--- src/rtl/gfx_pkg.sv ---
// -----------------------------------------------------------------------------
// gfx_pkg
// Shared types and constants for the barycentric attribute interpolator.
//   argb_t   : ARGB8888 colour, alpha in the most significant byte
//   state_t  : interpolator sequencing states
//   ONE_Q    : 1.0 in unsigned Q0.POINT_WIDTH
// -----------------------------------------------------------------------------
package gfx_pkg;

    localparam int POINT_WIDTH = 16;
    localparam int COLOR_WIDTH = 32;
    localparam int CHANNELS    = 4;

    localparam logic [POINT_WIDTH:0] ONE_Q = (POINT_WIDTH + 1)'(1) << POINT_WIDTH;

    typedef struct packed {
        logic [7:0] a;
        logic [7:0] r;
        logic [7:0] g;
        logic [7:0] b;
    } argb_t;

    typedef enum logic [2:0] {
        IDLE,
        MAC0,
        MAC1,
        MAC2,
        WRITE,
        WAIT
    } state_t;

endpackage

--- src/rtl/gfx_attr_mac.sv ---
// -----------------------------------------------------------------------------
// gfx_attr_mac
// One-channel multiply-accumulate with round-to-nearest and saturation.
//   clk_i, rst_i : clock, asynchronous active-high reset
//   clr          : zero the accumulator (takes priority over en)
//   en           : add a * b into the accumulator this cycle
//   a            : attribute operand (colour channel or depth)
//   b            : unsigned Q0.frac_width weight (may reach 1.0 or above)
//   result       : round/saturate of (accumulator + a * b), i.e. the value the
//                  accumulator would hold after this cycle's add
// -----------------------------------------------------------------------------
module gfx_attr_mac #(
    parameter int a_width    = 8,
    parameter int b_width    = 17,
    parameter int acc_width  = 26,
    parameter int frac_width = 16,
    parameter int out_width  = 8
) (
    input  logic                 clk_i,
    input  logic                 rst_i,
    input  logic                 clr,
    input  logic                 en,
    input  logic [a_width-1:0]   a,
    input  logic [b_width-1:0]   b,
    output logic [out_width-1:0] result
);

    localparam int prod_width = a_width + b_width;
    localparam logic [acc_width:0] half = (acc_width + 1)'(1) << (frac_width - 1);

    logic [prod_width-1:0] prod;
    logic [acc_width-1:0]  acc;
    logic [acc_width-1:0]  sum;
    logic [acc_width:0]    shifted;

    assign prod    = prod_width'(a) * prod_width'(b);
    assign sum     = acc + acc_width'(prod);
    // One extra bit so adding the rounding half can never wrap.
    assign shifted = ({1'b0, sum} + half) >> frac_width;
    assign result  = (|shifted[acc_width:out_width]) ? '1 : shifted[out_width-1:0];

    always_ff @(posedge clk_i or posedge rst_i) begin
        if (rst_i) begin
            acc <= '0;
        end else if (clr) begin
            acc <= '0;
        end else if (en) begin
            acc <= sum;
        end
    end

endmodule

--- src/rtl/gfx_attr_interp.sv ---
// -----------------------------------------------------------------------------
// gfx_attr_interp
// Per-pixel barycentric interpolator: f2 = 1 - f0 - f1 (saturating at 0),
// blends three ARGB8888 vertex colours and three depths over three MAC cycles,
// then presents one fragment with a write/ack handshake.
//   clk_i, rst_i           : clock, asynchronous active-high reset
//   write_i / ack_o        : pixel strobe in, one-cycle "pixel consumed" pulse out
//   factor0_i, factor1_i   : Q0.point_width weights of vertices 0 and 1
//   x_i, y_i               : raster position
//   color0_i..color2_i     : vertex colours
//   z0_i..z2_i             : vertex depths
//   color_en_i, z_en_i     : 1 = interpolate, 0 = pass vertex 0 value
//   write_o / ack_i        : one-cycle fragment strobe out, acknowledge in
//   x_o, y_o, color_o, z_o : fragment (held until the next fragment)
// -----------------------------------------------------------------------------
module gfx_attr_interp
    import gfx_pkg::*;
#(
    parameter int point_width = POINT_WIDTH,
    parameter int color_width = COLOR_WIDTH
) (
    input  logic                   clk_i,
    input  logic                   rst_i,
    input  logic                   write_i,
    output logic                   ack_o,
    input  logic [point_width-1:0] factor0_i,
    input  logic [point_width-1:0] factor1_i,
    input  logic [point_width-1:0] x_i,
    input  logic [point_width-1:0] y_i,
    input  logic [color_width-1:0] color0_i,
    input  logic [color_width-1:0] color1_i,
    input  logic [color_width-1:0] color2_i,
    input  logic [point_width-1:0] z0_i,
    input  logic [point_width-1:0] z1_i,
    input  logic [point_width-1:0] z2_i,
    input  logic                   color_en_i,
    input  logic                   z_en_i,
    output logic                   write_o,
    input  logic                   ack_i,
    output logic [point_width-1:0] x_o,
    output logic [point_width-1:0] y_o,
    output logic [color_width-1:0] color_o,
    output logic [point_width-1:0] z_o
);

    localparam int PW = point_width;
    localparam logic [PW:0] one_q = (PW + 1)'(1) << PW;

    state_t        state;
    logic [PW-1:0] f0, f1, x, y, z0, z1, z2;
    logic [PW:0]   f2;
    argb_t         col0, col1, col2;
    logic          color_en, z_en;

    logic [PW:0]   sum_f, f2_next;
    logic [PW:0]   op_factor;
    argb_t         op_color;
    logic [PW-1:0] op_z;
    logic          mac_clr, mac_en;
    logic [31:0]   blended;
    logic [PW-1:0] z_res;

    // f0 + f1 needs pw+1 bits; anything above 1.0 leaves no weight for vertex 2.
    assign sum_f   = {1'b0, factor0_i} + {1'b0, factor1_i};
    assign f2_next = (sum_f <= one_q) ? (one_q - sum_f) : '0;

    // Accumulators are cleared every idle cycle, so each pixel starts from zero.
    assign mac_clr = (state == IDLE);
    assign mac_en  = (state == MAC0) || (state == MAC1) || (state == MAC2);

    // NOTE: every always_comb output gets a default first so no latch is inferred.
    always_comb begin
        op_factor = '0;
        op_color  = '0;
        op_z      = '0;
        case (state)
            MAC0: begin
                op_factor = {1'b0, f0};
                op_color  = col0;
                op_z      = z0;
            end
            MAC1: begin
                op_factor = {1'b0, f1};
                op_color  = col1;
                op_z      = z1;
            end
            MAC2: begin
                op_factor = f2;
                op_color  = col2;
                op_z      = z2;
            end
            default: ;
        endcase
    end

    for (genvar ch = 0; ch < CHANNELS; ch++) begin : g_chan
        gfx_attr_mac #(
            .a_width   (8),
            .b_width   (PW + 1),
            .acc_width (8 + PW + 2),
            .frac_width(PW),
            .out_width (8)
        ) u_mac (
            .clk_i (clk_i),
            .rst_i (rst_i),
            .clr   (mac_clr),
            .en    (mac_en),
            .a     (op_color[8*ch +: 8]),
            .b     (op_factor),
            .result(blended[8*ch +: 8])
        );
    end

    gfx_attr_mac #(
        .a_width   (PW),
        .b_width   (PW + 1),
        .acc_width (2*PW + 2),
        .frac_width(PW),
        .out_width (PW)
    ) u_mac_z (
        .clk_i (clk_i),
        .rst_i (rst_i),
        .clr   (mac_clr),
        .en    (mac_en),
        .a     (op_z),
        .b     (op_factor),
        .result(z_res)
    );

    // NOTE: sequential state uses non-blocking assignments only, so every
    // register sees the pre-edge value of every other register.
    always_ff @(posedge clk_i or posedge rst_i) begin
        if (rst_i) begin
            // NOTE: the input latches are plain registers, not a memory, so they
            // are reset along with the outputs at negligible cost.
            state    <= IDLE;
            write_o  <= 1'b0;
            ack_o    <= 1'b0;
            x_o      <= '0;
            y_o      <= '0;
            color_o  <= '0;
            z_o      <= '0;
            f0       <= '0;
            f1       <= '0;
            f2       <= '0;
            x        <= '0;
            y        <= '0;
            z0       <= '0;
            z1       <= '0;
            z2       <= '0;
            col0     <= '0;
            col1     <= '0;
            col2     <= '0;
            color_en <= 1'b0;
            z_en     <= 1'b0;
        end else begin
            write_o <= 1'b0;
            ack_o   <= 1'b0;
            case (state)
                IDLE: begin
                    if (write_i) begin
                        f0       <= factor0_i;
                        f1       <= factor1_i;
                        f2       <= f2_next;
                        x        <= x_i;
                        y        <= y_i;
                        col0     <= color0_i;
                        col1     <= color1_i;
                        col2     <= color2_i;
                        z0       <= z0_i;
                        z1       <= z1_i;
                        z2       <= z2_i;
                        color_en <= color_en_i;
                        z_en     <= z_en_i;
                        state    <= MAC0;
                    end
                end
                MAC0: state <= MAC1;
                MAC1: state <= MAC2;
                MAC2: begin
                    // MAC results already include vertex 2's product this cycle.
                    x_o     <= x;
                    y_o     <= y;
                    color_o <= color_en ? blended : col0;
                    z_o     <= z_en ? z_res : z0;
                    write_o <= 1'b1;
                    state   <= WRITE;
                end
                WRITE: begin
                    if (ack_i) begin
                        ack_o <= 1'b1;
                        state <= IDLE;
                    end else begin
                        state <= WAIT;
                    end
                end
                WAIT: begin
                    if (ack_i) begin
                        ack_o <= 1'b1;
                        state <= IDLE;
                    end
                end
                default: state <= IDLE;
            endcase
        end
    end

endmodule

--- config.mk ---
export PLATFORM = sky130hd
export DESIGN_NAME = gfx_attr_interp
export DESIGN_NICKNAME = d
export VERILOG_FILES = /design/src/rtl/gfx_pkg.sv /design/src/rtl/gfx_attr_mac.sv /design/src/rtl/gfx_attr_interp.sv
export SDC_FILE = /design/constraint.sdc
export NUM_CORES = 2
export LEC_CHECK = 0
export CELL_PAD_IN_SITES_DETAIL_PLACEMENT = 1
export CELL_PAD_IN_SITES_GLOBAL_PLACEMENT = 1
export CORE_ASPECT_RATIO = 1.4
export CORE_MARGIN = 1
export CORE_UTILIZATION = 44
export DETAILED_ROUTE_END_ITERATION = 8
export GPL_TIMING_DRIVEN = 0
export PLACE_DENSITY = 0.76
export SLEW_MARGIN = 25
export SYNTH_ARGS = -nofsm -noshare
export SYNTH_HDL_FRONTEND = slang
export SYNTH_HIERARCHICAL = 1
export SYNTH_SLANG_ARGS = --single-unit
--- constraint.sdc ---
create_clock -name clk_i -period 10.2 [get_ports clk_i]
set_input_delay 1.53 -clock clk_i [delete_from_list [all_inputs] [get_ports clk_i]]
set_output_delay 1.53 -clock clk_i [all_outputs]
set_load 0.02 [all_outputs]
After elaboration in Yosys (flattened, before gate mapping)
Index checks and enable logic that the tools add are counted.
Word-level totals
  register bits after elaboration: 450
  latch bits: 0
  memory bits (writable): 0
  ROM bits: 0
  bits of input ports: 214
  memories: 0
Cells by class
  add/sub/neg operators: 12
  multipliers: 5
  div/mod/pow operators: 0
  magnitude comparators: 1
  eq/ne operators: 7
  shift-type cells: 0
  muxes and demuxes: 28
  bitwise operators: 0
  reduce and logical (&&, ||, !) cells: 12
Operator list (count)
  26-bit 2-to-1 mux: 8
  26-bit by 16-bit adder with 27-bit output, second input constant: 4
  26-bit by 25-bit adder with 26-bit output: 4
  8-bit by 17-bit multiplier with 25-bit output: 4
  32-bit case mux with 3 select lines: 1
  34-bit 2-to-1 mux: 2
  17-bit case mux with 3 select lines: 1
  16-bit case mux with 3 select lines: 1
  34-bit by 16-bit adder with 35-bit output, second input constant: 1
  34-bit by 33-bit adder with 34-bit output: 1
  16-bit by 17-bit multiplier with 33-bit output: 1
  16-bit 2-to-1 mux: 2
  32-bit 2-to-1 mux: 1
  8-bit 2-to-1 mux: 4
  3-bit case mux with 6 select lines: 1
  16-bit by 16-bit adder with 17-bit output: 1
  17-bit less-or-equal comparator, second input constant: 1
  17-bit 2-to-1 mux: 1
  17-bit subtractor, first input constant: 1
  3-bit OR reduction: 5
  3-bit 2-to-1 mux: 3
  3-bit by 2-bit == test with 1-bit output, second input constant: 2
  3-bit == test, second input constant: 2
  2-bit != test, second input constant: 2
  7 further kinds: 11

Depth between registers and ports, before layout
  depth after elaboration: 8
  mapped depth: 35

Cells and area by module
Netlist, hierarchy kept.
Modules (own cells, without submodules)
  gfx_attr_interp: times used 1, cells an instance 1726, area an instance 14955.6 um^2, seq. area each 7807.5 um^2
  gfx_attr_mac at g_chan[2].u_mac ...: times used 2, cells an instance 761, area an instance 6671.4 um^2, seq. area each 650.6 um^2
  gfx_attr_mac at u_mac_z: times used 1, cells an instance 1423, area an instance 12270.5 um^2, seq. area each 850.8 um^2
  gfx_attr_mac at g_chan[0].u_mac: times used 1, cells an instance 751, area an instance 6612.6 um^2, seq. area each 650.6 um^2
  gfx_attr_mac at g_chan[1].u_mac: times used 1, cells an instance 737, area an instance 6502.5 um^2, seq. area each 650.6 um^2

Worst setup path after synthesis
OpenSTA, ideal clock, no wires.
  path type: reg-to-reg
  start: reg state[1]
  end: reg z_o[14]
  data arrival time: 8.730 ns
  data required time: 10.067 ns
  path slack: 1.337 ns
  cell stages (with the launch flop): 32
  buffers on the path: 5
  path through: dfrtp_1 -> clkbuf_1 -> nor2b_1 -> clkbuf_1 -> clkbuf_1 -> a22oi_1 -> nor2_1 -> clkbuf_1 -> nand2_1 -> fa_1 -> fa_1 -> inv_1 -> fa_1 -> fa_1 -> fa_1 -> inv_1 -> fa_1 -> inv_1 -> ha_1 -> and3_2 -> o21a_1 -> a311o_1 -> o2bb2ai_1 -> or2_1 -> a221o_1 -> xor2_1 -> nand4_4 -> mux2i_4 -> buf_6 -> nand3b_4 -> mux2i_1 -> o21ai_0
Between the ends
  cells in the longest elaborated chain, start to end: 8
  elaborated cells on any way between the ends: 11
RTL lines
  start: declaration: line gfx_attr_interp.sv:49  | state_t state;
  start signal: assignment: line gfx_attr_interp.sv:136  | state <= IDLE;
  start signal: assignment: line gfx_attr_interp.sv:175  | state <= MAC0;
  start signal: assignment: line gfx_attr_interp.sv:178  | MAC0: state <= MAC1;
  3-bit by 2-bit == test with 1-bit output or 3-bit by 1-bit == test with 1-bit output (tied branches): line gfx_attr_interp.sv:76  | case (state)
  17-bit case mux with 3 select lines (*): line gfx_attr_interp.sv:76
  named net op_factor[14]: line gfx_attr_interp.sv:56  | logic [PW:0] op_factor;
  16-bit by 17-bit multiplier with 33-bit output (*): line gfx_attr_mac.sv:36  | assign prod = prod_width'(a) * prod_width'(b);
  34-bit by 33-bit adder with 34-bit output (*): line gfx_attr_mac.sv:37  | assign sum = acc + acc_width'(prod);
  34-bit by 16-bit adder with 35-bit output (*): line gfx_attr_mac.sv:39  | assign shifted = ({1'b0, sum} + half) >> frac_width;
  3-bit OR reduction: line gfx_attr_mac.sv:40  | assign result = (|shifted[acc_width:out_width]) ? '1 : shifted[out_width-1:0];
  16-bit 2-to-1 mux (*): line gfx_attr_mac.sv:40
  named net z_res[14]: line gfx_attr_interp.sv:61  | logic [PW-1:0] z_res;
  16-bit 2-to-1 mux (*): line gfx_attr_interp.sv:185  | z_o <= z_en ? z_res : z0;
  end signal: assignment: line gfx_attr_interp.sv:185
  end: declaration: line gfx_attr_interp.sv:43  | output logic [point_width-1:0] z_o
Mark *: on every way through the listed nets, which the timed path passes. The rest lies on a longest branch.
A chain may end at the register's enable or synchronous reset.

Worst setup path in the final report
  start: reg state[2]
  end: reg z_o[1]
Same word-level chain as after synthesis.

==> results.txt <==
Final period util: 96.7%
Total Negative Setup Slacks: 0 ps
Ys async rst share: 100%
Slowest cell on crit path: fa_1
Final Worst Setup Slack: 341 ps
Hold Path Class: register to register
Die W: 297 um
Clk_lat worst skew: 680 ps
Remaining DRCs: 0
Post-synthesis sequential area ratio: 21.0%
CP Data Required Time: 10710 ps
Num CTS Buffers: 53
Clock Skew: 68.0 ps
TritonRoute pass-1 iters: 6
Syn Area/Cell: 8.72 sq um
Routed len/inst: 23.7 um
Starting Density: 44.4%
Relative slew slack: 22.5%
Floorplan core area: 121000 sq um
I/O pin total: 296
Global-route wire length before repair: 302000 um
Syn Nets: 7383
Post-synth top flop: dfrtp_1
Worst Path Arrival: 10360 ps
#FFs+latches synth: 450
Crit start category: register
Number of antenna violations at the first check in global routing: 19
Post-DP HPWL: 158000 um
Post-synth EDFFs: 0
Synth top area cells: fa_1, dfrtp_1, nand2_1
Share of cells above drive strength 1: 6.63%
Mapped Cells: 6159
Num rows: 151
Final min period: 9860 ps
HP Start: x[13]$_DFFE_PP0P_
Clk sinks: 450
Most frequent CP cell: fa_1
Leading area contributor after synthesis: fa_1
Setup CP Type: register to register
H-tree depth: 2
Port Buf Inserts: 295
GRT Residual Overflow: 0
Via count: 44700
Area delta synth->final: 14.7%
Status: finished clean
Pre-CTS WS: -1040 ps
CTS root buf: clkbuf_16
Post-route ant nets: 0
Placer Congestion: 0.924
Die height: 415 um
Synth cell count leaders: nand2_1, inv_1, fa_1, and2_1, dfrtp_1
Dominant cell by count in the synthesized netlist: nand2_1
Die area: 123000 sq um
Slowest stage delay, CP: 550 ps
R2r startpoint: state[2]$_DFFE_PP0P_
Share of the synthesized area in the top cell type: 25.9%
Critical path endpoint category: register
Final hold vios: 0
Largest net degree at the start of global routing: 89
Vias/cell: 5.45
Post-synthesis cell area: 53700 sq um
F_max: 101 MHz
CP Launch Point: state[2]$_DFFE_PP0P_
Slew Viols, Final: 0
Synth unique cells: 121
Setup Viol. Count Final: 0
Worst-Margin Slew: 1160 ps
CP max FO: 10
CTS Buffer Depth: 3
Via count of the first global-routing pass: 51000
CTS tree: yes
Clock slew at reported path FFs: 70 ps
Worst hold slack: 464 ps
Initial drt markers: 2078
Gr usage total: 32.0%
RSZ-0062 raised after global routing: no
Layout Nets: 7772
Routed wire length: 195000 um
Yosys Warn Count: 6
Max Cap Viol: 0
through the flow:
stage          std cells  area [sq um]  utilization [%]
2_1_floorplan       6159         53700                -
3_3_place_gp        8060         58600             48.5
3_5_place_dp        8090         59500             49.2
4_1_cts             8190         61500             50.9
5_1_grt             8195         61600             50.9
6_report            8199         61600             50.9
metal layers:
metal | part of all wire, % | GRT usage [%] | vias to the layer above
met2 | 50 | 56.8 | 1264
met1 | 37 | 35.9 | 23000
met3 | 6.1 | 6.30 | 530
li1 | - | - | 19900
met5 | 0.087 | 0 | -
met4 | 6.2 | 17.3 | 26
worst max-delay path, delay by kind of cell (launching register included):
| family | cells | cell delay, ps |
|---|---|---|
| simple gates | 10 | 2440 |
| mux | 2 | 560 |
| buf+inv | 9 | 1940 |
| xor+xnor | 1 | 410 |
| flops | 1 | 370 |
| fa+ha+maj | 7 | 3580 |
| compound gates | 2 | 360 |
what timing repair did:
action	in CTS	in global routing
setup endpoints to repair	17	16
pin swaps	10	1
hold buffers	0	0
resized for setup	42	20
buffers inserted	11	4
sequential cells by signal, indices dropped and copies added, names as in the netlist, 17 cells and up:
register	flops
g_chan.u_mac/acc	104
u_mac_z/acc	34
col0	32
col1	32
col2	32
color_o	32
f2	17
area by class of cell:
type,instances,area (sq um)
fillers,14300,59300
inverters,1096,4120
diodes,6,15.0
clock buffers,72,1510
clock inverters,22,358
plain buffers,251,1180
well taps,1606,2010
repair buffers,340,3760
flip-flops and latches,450,11300
multi-input cells,4356,37400
cells by family (layout without fill, tap and decap cells):
kind of cell,count (synthesis),in the layout,share of synthesized area (%)
compound gates,645,645,8.50
buf+inv,1353,1781,9.80
other cells,0,6,0
simple gates,2306,2306,20.2
flops,450,450,21.0
mux,244,244,4.74
xor+xnor,151,151,2.56
fa+ha+maj,1010,1010,33.2
layout by cell type (no fill, tap or decap), drive strengths merged, types with 9 or more instances in the layout:
cell	count
nand3b	12
or3	9
nand4	33
nor2	310
fa	694
ha	316
and2	512
nor2b	11
clkdlybuf4s50	294
mux2i	174
a21o	41
nand2	1229
xor2	58
xnor2	93
o21bai	20
clkbuf	277
a21oi	148
inv	1100
a211oi	39
and3	36
buf	92
nor3	39
o211ai	45
or2	10
a22oi	70
a211o	9
a31oi	15
nand3	50
o21a	16
mux2	70
o31ai	10
dfrtp	450
o21ai	145
nand2b	17
a221oi	11
path summary, 6_finish.rpt:
kind                                                    end  slack [ps]  cells after the start
min in group asynchronous       u_mac_z/acc[33]$_DFFE_PP0P_        1190                      2
worst max register to register           z_o[1]$_DFFE_PP0P_         340                     31
max in group asynchronous               x_o[14]$_DFFE_PP0P_        7710                      4
worst min register to register          x_o[13]$_DFFE_PP0P_         460                      2
worst min-delay path                    x_o[13]$_DFFE_PP0P_         460                      2
worst max-delay path                     z_o[1]$_DFFE_PP0P_         340                     31
Power is not shown: default switching activity piles up to over one toggle a cycle in this logic, so the estimate is an artifact.
